[config.mk]
export PLATFORM = sky130hd
export DESIGN_NAME = updown_seq_fsm_flat
export DESIGN_NICKNAME = d
export VERILOG_FILES = /design/src/rtl/seq_pkg.sv /design/src/rtl/updown_seq_fsm_if.sv /design/src/rtl/updown_seq_fsm_sat_counter.sv /design/src/rtl/updown_seq_fsm.sv /design/src/flat_wrapper.sv
export SDC_FILE = /design/constraint.sdc
export NUM_CORES = 1
export LEC_CHECK = 0
export ABC_AREA = 1
export ABC_CLOCK_PERIOD_IN_PS = 1750
export BUFFER_PORTS_ARGS = -buffer_cell sky130_fd_sc_hd__buf_2
export CORE_MARGIN = 2
export CORE_UTILIZATION = 40
export DETAILED_ROUTE_END_ITERATION = 10
export PLACE_DENSITY = 0.73
export REMOVE_ABC_BUFFERS = 1
export SLEW_MARGIN = 25
export SYNTH_ARGS = -nofsm -noshare
export SYNTH_HDL_FRONTEND = slang
export SYNTH_SLANG_ARGS = --single-unit
[constraint.sdc]
create_clock -name clk -period 1.75 [get_ports clk]
set_input_delay 0.175 -clock clk [delete_from_list [all_inputs] [get_ports clk]]
set_output_delay 0.175 -clock clk [all_outputs]
set_load 0.01 [all_outputs]
[src/rtl/seq_pkg.sv]
// Shared definitions for the up/down sequence counter slice.
// MODE parameter encodings for boundary behaviour.
package seq_pkg;

    localparam int MODE_WRAP = 0;
    localparam int MODE_SAT  = 1;

endpackage : seq_pkg

[src/rtl/updown_seq_fsm_if.sv]
// Control/status bundle for updown_seq_fsm; master drives controls, slave is the counter.
interface updown_seq_fsm_if #(
    parameter int WIDTH = 2,
    parameter int CNT_W = 8
);

    logic             en;
    logic             A;
    logic             load;
    logic [WIDTH-1:0] load_val;
    logic [WIDTH-1:0] state_o;
    logic             Y;
    logic             wrap;
    logic [CNT_W-1:0] hit_cnt;

    modport master (
        output en, A, load, load_val,
        input  state_o, Y, wrap, hit_cnt
    );

    modport slave (
        input  en, A, load, load_val,
        output state_o, Y, wrap, hit_cnt
    );

endinterface : updown_seq_fsm_if

[src/rtl/updown_seq_fsm_sat_counter.sv]
// Saturating event counter: counts inc pulses, sticks at all-ones.
module sat_counter #(
    parameter int CNT_W = 8
) (
    input  logic             clk,
    input  logic             rst,
    input  logic             inc,
    output logic [CNT_W-1:0] cnt
);

    always_ff @(posedge clk or posedge rst) begin
        if (rst) begin
            cnt <= '0;
        end else if (inc && (cnt != '1)) begin
            cnt <= cnt + CNT_W'(1);
        end
    end

endmodule : sat_counter

[src/rtl/updown_seq_fsm.sv]
// Up/down modulo sequence counter with load, wrap/saturate boundary mode,
// Moore terminal flag, Mealy boundary flag and a saturating terminal-entry count.
module updown_seq_fsm
    import seq_pkg::*;
#(
    parameter int WIDTH   = 2,
    parameter int MODULUS = 4,
    parameter int MODE    = 0,
    parameter int CNT_W   = 8
) (
    input logic             clk,
    input logic             rst,
    updown_seq_fsm_if.slave bus
);

    if ((MODULUS < 2) || (MODULUS > (1 << WIDTH))) begin : g_bad_modulus
        $error("updown_seq_fsm: MODULUS must lie in 2..2**WIDTH");
    end
    if ((MODE != MODE_WRAP) && (MODE != MODE_SAT)) begin : g_bad_mode
        $error("updown_seq_fsm: MODE must be MODE_WRAP or MODE_SAT");
    end

    localparam logic [WIDTH:0]   MOD_EXT = (WIDTH + 1)'(MODULUS);
    localparam logic [WIDTH:0]   ONE_EXT = (WIDTH + 1)'(1);
    localparam logic [WIDTH-1:0] LAST    = WIDTH'(MODULUS - 1);

    logic [WIDTH-1:0] state_q;
    logic [WIDTH-1:0] state_d;
    logic [WIDTH:0]   up_ext;
    logic [WIDTH:0]   dn_ext;
    logic             at_top;
    logic             at_bot;
    logic             hit_inc;

    // One extra bit: up_ext reaching MODULUS marks the top, dn_ext's MSB marks underflow,
    // which keeps MODULUS == 2**WIDTH exact.
    assign up_ext = {1'b0, state_q} + ONE_EXT;
    assign dn_ext = {1'b0, state_q} - ONE_EXT;
    assign at_top = (up_ext == MOD_EXT);
    assign at_bot = dn_ext[WIDTH];

    always_comb begin
        state_d = state_q;
        if (bus.load) begin
            state_d = ({1'b0, bus.load_val} < MOD_EXT) ? bus.load_val : '0;
        end else if (bus.en) begin
            if (!bus.A) begin
                if (at_top) begin
                    state_d = (MODE == MODE_SAT) ? state_q : '0;
                end else begin
                    state_d = up_ext[WIDTH-1:0];
                end
            end else begin
                if (at_bot) begin
                    state_d = (MODE == MODE_SAT) ? state_q : LAST;
                end else begin
                    state_d = dn_ext[WIDTH-1:0];
                end
            end
        end
    end

    always_ff @(posedge clk or posedge rst) begin
        if (rst) begin
            state_q <= '0;
        end else begin
            state_q <= state_d;
        end
    end

    assign hit_inc = (state_d == LAST) && !at_top;

    sat_counter #(
        .CNT_W (CNT_W)
    ) u_hit_cnt (
        .clk (clk),
        .rst (rst),
        .inc (hit_inc),
        .cnt (bus.hit_cnt)
    );

    assign bus.state_o = state_q;
    assign bus.Y       = at_top;
    assign bus.wrap    = !bus.load && bus.en && (bus.A ? at_bot : at_top);

endmodule : updown_seq_fsm
[src/flat_wrapper.sv]
// flat-port wrapper written by rule: the top's interface ports become plain ports
module updown_seq_fsm_flat import seq_pkg::*;
#(
    parameter int WIDTH   = 2,
    parameter int MODULUS = 4,
    parameter int MODE    = 0,
    parameter int CNT_W   = 8
)
  (clk, rst, bus_en, bus_A, bus_load, bus_load_val, bus_state_o, bus_Y, bus_wrap, bus_hit_cnt);
  updown_seq_fsm_if #(.WIDTH(WIDTH), .CNT_W(CNT_W)) bus_i ();
  input logic clk;
  input logic rst;
  input wire logic [$bits(bus_i.en)-1:0] bus_en;
  input wire logic [$bits(bus_i.A)-1:0] bus_A;
  input wire logic [$bits(bus_i.load)-1:0] bus_load;
  input wire logic [$bits(bus_i.load_val)-1:0] bus_load_val;
  output wire logic [$bits(bus_i.state_o)-1:0] bus_state_o;
  output wire logic [$bits(bus_i.Y)-1:0] bus_Y;
  output wire logic [$bits(bus_i.wrap)-1:0] bus_wrap;
  output wire logic [$bits(bus_i.hit_cnt)-1:0] bus_hit_cnt;
  assign bus_i.en = bus_en;
  assign bus_i.A = bus_A;
  assign bus_i.load = bus_load;
  assign bus_i.load_val = bus_load_val;
  assign bus_state_o = bus_i.state_o;
  assign bus_Y = bus_i.Y;
  assign bus_wrap = bus_i.wrap;
  assign bus_hit_cnt = bus_i.hit_cnt;
  updown_seq_fsm #(.WIDTH(WIDTH), .MODULUS(MODULUS), .MODE(MODE), .CNT_W(CNT_W)) u_core (.clk(clk), .rst(rst), .bus(bus_i));
endmodule
==> results of run 1 <==
[how the worst max path moves through the flow]
stage                                                endpoint                             from  depth (start not counted)
after floorplan           u_core.u_hit_cnt.cnt[0]$_DFFE_PP0P_  u_core.bus.state_o[0]$_DFF_PP0_                          9
after global placement    u_core.u_hit_cnt.cnt[0]$_DFFE_PP0P_  u_core.bus.state_o[0]$_DFF_PP0_                          9
after detailed placement  u_core.u_hit_cnt.cnt[0]$_DFFE_PP0P_  u_core.bus.state_o[0]$_DFF_PP0_                          9
after CTS                 u_core.u_hit_cnt.cnt[0]$_DFFE_PP0P_  u_core.bus.state_o[0]$_DFF_PP0_                          9
after global routing      u_core.u_hit_cnt.cnt[2]$_DFFE_PP0P_  u_core.bus.state_o[0]$_DFF_PP0_                         10
final                     u_core.u_hit_cnt.cnt[1]$_DFFE_PP0P_  u_core.bus.state_o[0]$_DFF_PP0_                         10
[cell type report]
| class | instances | area (sq um) | area share [%] |
|---|---|---|---|
| multi-input cells | 63 | 389.1 | 46.28 |
| clock buffers | 4 | 36.28 | 4.315 |
| repair buffers | 19 | 100.1 | 11.90 |
| well taps | 16 | 20.02 | 2.381 |
| inverters | 12 | 45.04 | 5.357 |
| flip-flops and latches | 10 | 250.2 | 29.76 |
[power breakdown]
part / total (mW) / switching [mW] / internal, mW
clock network: 0.210 / 0.0839 / 0.126
registers: 0.337 / 0.0595 / 0.278
logic: 0.269 / 0.156 / 0.112
[cell usage after synthesis]
cell and n:
a211oi_1 1, a21oi_1 1, a21oi_2 2, dfrtp_1 10, ha_1 3, inv_1 11, inv_2 1, nand2_1 33
nand2_4 1, nand3_1 2, nand3_2 1, nand3_4 1, nand4_1 9, nand4_4 1, nor2_1 1, nor2_4 1
o21ai_0 1, xnor2_1 2, xor2_1 3
[kinds of logic after synthesis]
| kind of cell | Yosys count | share of synthesized area (%) |
|---|---|---|
| XOR/XNOR | 5 | 6.471 |
| buffers and inverters | 12 | 6.654 |
| flip-flops | 10 | 36.97 |
| AND/OR/NAND/NOR | 50 | 39.19 |
| AO/OA/AOI/OAI | 5 | 5.175 |
| adder cells (fa/ha/maj) | 3 | 5.546 |
[what timing repair did]
item / in CTS / in global routing
hold buffers: 1 / 0
hold endpoints to repair: 10 / 0
endpoints found under the setup margin: 0 / 3
setup buffers: 0 / 0
gates resized for setup: 0 / 1
[tightest hold or removal path: stages]
cell and delay [ns]:
buf_2 0.07, nand2_1 0.07, nand2_4 0.14
[cells in the final DEF (no fill, tap or decap), drive strengths merged]
cell type	Yosys	routed
xnor2	2	2
o21ai	1	1
a21oi	3	3
nand2	34	34
dlygate4sd3	0	1
inv	12	12
ha	3	3
buf	0	18
xor2	3	3
clkbuf	0	4
dfrtp	10	10
nand3	4	4
a211oi	1	1
nand4	10	10
nor2	2	2
[state kept, by name, indices dropped and copies added (netlist names)]
register              flops
u_core.bus.state_o        2
u_core.u_hit_cnt.cnt      8
[stage by stage]
step                      std cells  power (mW)  area [sq um]  utilization, %
final                           124      0.8159         840.8           54.55
after global routing            124      0.8750         840.8           54.55
after CTS                       124      0.8187         833.3           54.06
after detailed placement        119      0.6032         787.0           51.06
after global placement          119      0.5910         787.0           51.06
after floorplan                  85      0.5076         676.9               -
[routing by layer]
layer,global-route usage [%],vias to the layer above,wire [um]
met5,0,-,0
met4,8.824,0,29
met3,3.600,6,88
met2,24.00,24,649
met1,21.50,283,655
li1,-,325,-
==> results.cfg, run 1 <==
[run_status]
status = completed

[run]
maxCapViolCount = 0

[critical_path]
rrSetupSlack_ns = 0.19
worstPathBufferInverterCount = 2
path_class = reg -> reg
r2r-start = u_core.bus.state_o[0]$_DFF_PP0_
slowest_stage = dfrtp_1
required_ns = 1.91
critical_path.max_stage_delay_ns = 0.38
crit_fanout = 8
rr_worst_depth = 10
cp_common_cell = nand2_1
path_cells = inv_1, ha_1, inv_1, nand2_1, nand3_1, nand2_1, nand2_1, nand4_4, nand2_1, nand2_1
cp.arrival_ns = 1.71
cp_top_family = simple AND/OR/NAND/NOR gates
end_kind = flip-flop
r2r-end = u_core.u_hit_cnt.cnt[1]$_DFFE_PP0P_
cp-start-kind = flip-flop

[finish]
synthToLayoutAreaGrowth_pct = 24.21
drive_gt1_share_pct = 27.78
nNetsFinal = 119
diodes = 0
fill_cells = 157

[synthesis]
mappedNetlistArea_sq_um = 676.9
ys_ff_latch = 10
syn_area_per_cell_sq_um = 7.964
yosys.area.top_type = dfrtp_1
synth_cells = 85
synth_seq_area_share_pct = 36.97
synth_area_leaders = dfrtp_1 (37%), nand2_1 (18%), nand4_1 (8.3%)
yosysUniqueCellTypes = 19
yosysWarnings = 0
yosysTopAreaCellShare_pct = 36.97

[floorplan]
core_sq_um = 1541
die_h_um = 45.14
fp.dieW_um = 45.14
start_util_pct = 43.91
dieArea_sq_um = 2037
io_pins = 19
rows = 14

[cts]
numCtsBuffers = 3
clk_latency_ns = 0.27
cts_max_level = 1
clk_pin_slew_worst_paths_ns = 0.07
cts_tree = built
cts_root_buf = clkbuf_4
cts_buffer_depth = 2
cts_sinks = 10

[place]
port_buffers = 18
gp_congestion = 0.8332
dpl.hpwl_mm = 1.122
post-place-ws_ns = 0.1518

[sta]
fin_ws_ns = 0.1915
final-max-slew-violation-count = 0
grt_setup_unrepaired = no
setup_viol = 0
fin_skew_ns = 0.003395
period_minus_slack_ns = 1.559
maxSlewHeadroom_pct = 74.26
holdWs_ns = 0.2471
finalHoldViolations = 0
fmax_mhz = 641.6
post-route-period-util_pct = 89.06
tns_ns = 0
worst_pin_slew_ns = 0.3857

[route]
vias = 638
first_pass_iters = 4
viasPerCell = 5.145
drt-total-wl_mm = 1.423
wl_per_cell_um = 11.48
drt_iter0_drc = 23
drtAntennaViolNets = 0
drc = 0

[power_and_ir_drop]
peakVddDrop_mv = 0.7249
power.density_nw_per_um2 = 970.4
leakagePower_nw = 0.4874

[global_route]
grt_pass1_wl_mm = 2.332
grt-ovfl-total = 0
grt_pass1_vias = 576
grt_usage_pct = 16.10
antenna_found_initial = 0
grt_start_max_net_pins = 11

[min_path]
hold_path_end = u_core.bus.state_o[0]$_DFF_PP0_
hold_depth = 3
min_from = bus_load_val[0]
hp-class = in -> reg
Note: power is estimated with default switching activity, not from simulation.
==> run 2, diff against run 1 <==
CORE_ASPECT_RATIO = 0.8   (was default)
==> run 2 against run 1 <==
- power about the same
- first-iteration DRC count down 39%
- sequential power about the same
- critical path depth unchanged
- worst hold slack better by 0.0077 ns
- routed wire length up 2.5%
- critical path type unchanged
- largest cell class unchanged
- largest power group unchanged
- highest routed layer unchanged
==> results.cfg, run 2 (same netlist as run 1, synthesis figures left out) <==
[place]
dp.cells = 125
port_buffers = 18
gp_congestion = 0.8144
dpl.hpwl_mm = 1.121
place_area_sq_um = 794.5
post-place-ws_ns = 0.1660

[run]
maxCapViolCount = 0

[finish]
most-common-layout-cells = nand2_1 (33), buf_2 (18), inv_1 (11)
drive_gt1_share_pct = 27.78
largest_register_ffs = 8
nNetsFinal = 119
fill_cells = 151
final_common_cell = nand2_1
synthToLayoutAreaGrowth_pct = 25.32
top_register = u_core.u_hit_cnt.cnt
finalNonFillerCells = 130
utilization_pct = 52.68
stdcell_area_sq_um = 848.3
diodes = 0

[route]
drt-total-wl_mm = 1.459
drt_iter0_drc = 14
wl_per_cell_um = 11.22
first_pass_iters = 4
vias = 653
drtAntennaViolNets = 0
drc = 0
viasPerCell = 5.023

[critical_path]
cp-start-kind = flip-flop
rr_worst_depth = 10
rrSetupSlack_ns = 0.19
r2r-start = u_core.bus.state_o[0]$_DFF_PP0_
path_class = reg -> reg
crit_fanout = 8
end_kind = flip-flop
cp.arrival_ns = 1.72
r2r-end = u_core.u_hit_cnt.cnt[7]$_DFFE_PP0P_
required_ns = 1.91

[cts]
post_cts_buffers = 0
clk_latency_ns = 0.27
cts_root_buf = clkbuf_4
numCtsBuffers = 3
clk_pin_slew_worst_paths_ns = 0.07
cts_sinks = 10
cts_tree = built
cts_buffer_depth = 2
cts_max_level = 1

[sta]
period_minus_slack_ns = 1.558
setup_viol = 0
finalHoldViolations = 0
tns_ns = 0
fin_ws_ns = 0.1917
worst_pin_slew_ns = 0.3903
maxSlewHeadroom_pct = 73.95
fmax_mhz = 641.7
post-route-period-util_pct = 89.05
holdWs_ns = 0.2548
fin_skew_ns = 0.002447
grt_setup_unrepaired = no
final-max-slew-violation-count = 0

[floorplan]
fp.dieW_um = 49.99
io_pins = 19
dieArea_sq_um = 2039
rows = 13
core_sq_um = 1610
start_util_pct = 42.04
die_h_um = 40.80

[global_route]
grt_usage_pct = 16.05
grt-ovfl-total = 0
grt_pass1_vias = 538
grt_pass1_wl_mm = 2.346
grt_start_max_net_pins = 11
antenna_found_initial = 0

[power_and_ir_drop]
power.density_nw_per_um2 = 962.6
leakagePower_nw = 0.4874
peakVddDrop_mv = 0.6989
power_mw = 0.8166

[min_path]
hold_path_end = u_core.bus.state_o[0]$_DFF_PP0_
min_from = bus_load_val[0]
hold_depth = 3
hp-class = in -> reg

[run_status]
status = completed
## run 2: cell counts in the layout (fill, tap and decap cells not counted)
No cell type changed its count.
## run 2: layer usage
metal	vias up	GRT usage (%)	part of all wire [%]
met5	-	0	0
li1	325	-	-
met1	300	21.06	45
met4	0	8.333	2.2
met3	5	3.285	5.8
met2	23	25.66	47
## run 2: power by group
part	internal, mW	leakage (nW)	switching [mW]
Sequential	0.278	0.131	0.0607
Combinational	0.112	0.336	0.156
Clock	0.127	0.0210	0.0835
Total	0.517	0.487	0.300
## run 2: area by class of cell
class,instances,area (sq um),share of cell area (%)
Timing Repair Buffer,19,100.1,11.80
Clock buffer,4,36.28,4.277
Tap cell,22,27.53,3.245
Sequential cell,10,250.2,29.50
Inverter,12,45.04,5.310
Multi-Input combinational cell,63,389.1,45.87
## run 2: worst max-delay path by stage
stage | from | end | slack (ns) | depth (start not counted)
2_1_floorplan | u_core.bus.state_o[0]$_DFF_PP0_ | u_core.u_hit_cnt.cnt[0]$_DFFE_PP0P_ | 0.28 | 9
3_3_place_gp | u_core.bus.state_o[0]$_DFF_PP0_ | u_core.u_hit_cnt.cnt[0]$_DFFE_PP0P_ | 0.22 | 9
3_5_place_dp | u_core.bus.state_o[0]$_DFF_PP0_ | u_core.u_hit_cnt.cnt[0]$_DFFE_PP0P_ | 0.17 | 9
4_1_cts | u_core.bus.state_o[0]$_DFF_PP0_ | u_core.u_hit_cnt.cnt[0]$_DFFE_PP0P_ | 0.13 | 9
5_1_grt | u_core.bus.state_o[0]$_DFF_PP0_ | u_core.u_hit_cnt.cnt[7]$_DFFE_PP0P_ | 0.03 | 10
6_report | u_core.bus.state_o[0]$_DFF_PP0_ | u_core.u_hit_cnt.cnt[7]$_DFFE_PP0P_ | 0.19 | 10
## run 2: what timing repair did
| action | in CTS | in global routing |
|---|---|---|
| endpoints found under the setup margin | 0 | 7 |
| gates resized for setup | 0 | 1 |
| hold buffers | 1 | 0 |
| hold endpoints to repair | 10 | 0 |
## run 2: critical path, stage by stage, from the launching register on
cell	delay [ns]
dfrtp_1	0.38
inv_1	0.07
ha_1	0.30
inv_1	0.05
nand2_1	0.04
nand3_1	0.06
nand2_1	0.09
nand2_1	0.14
nand4_4	0.17
nand2_1	0.10
nand2_1	0.05
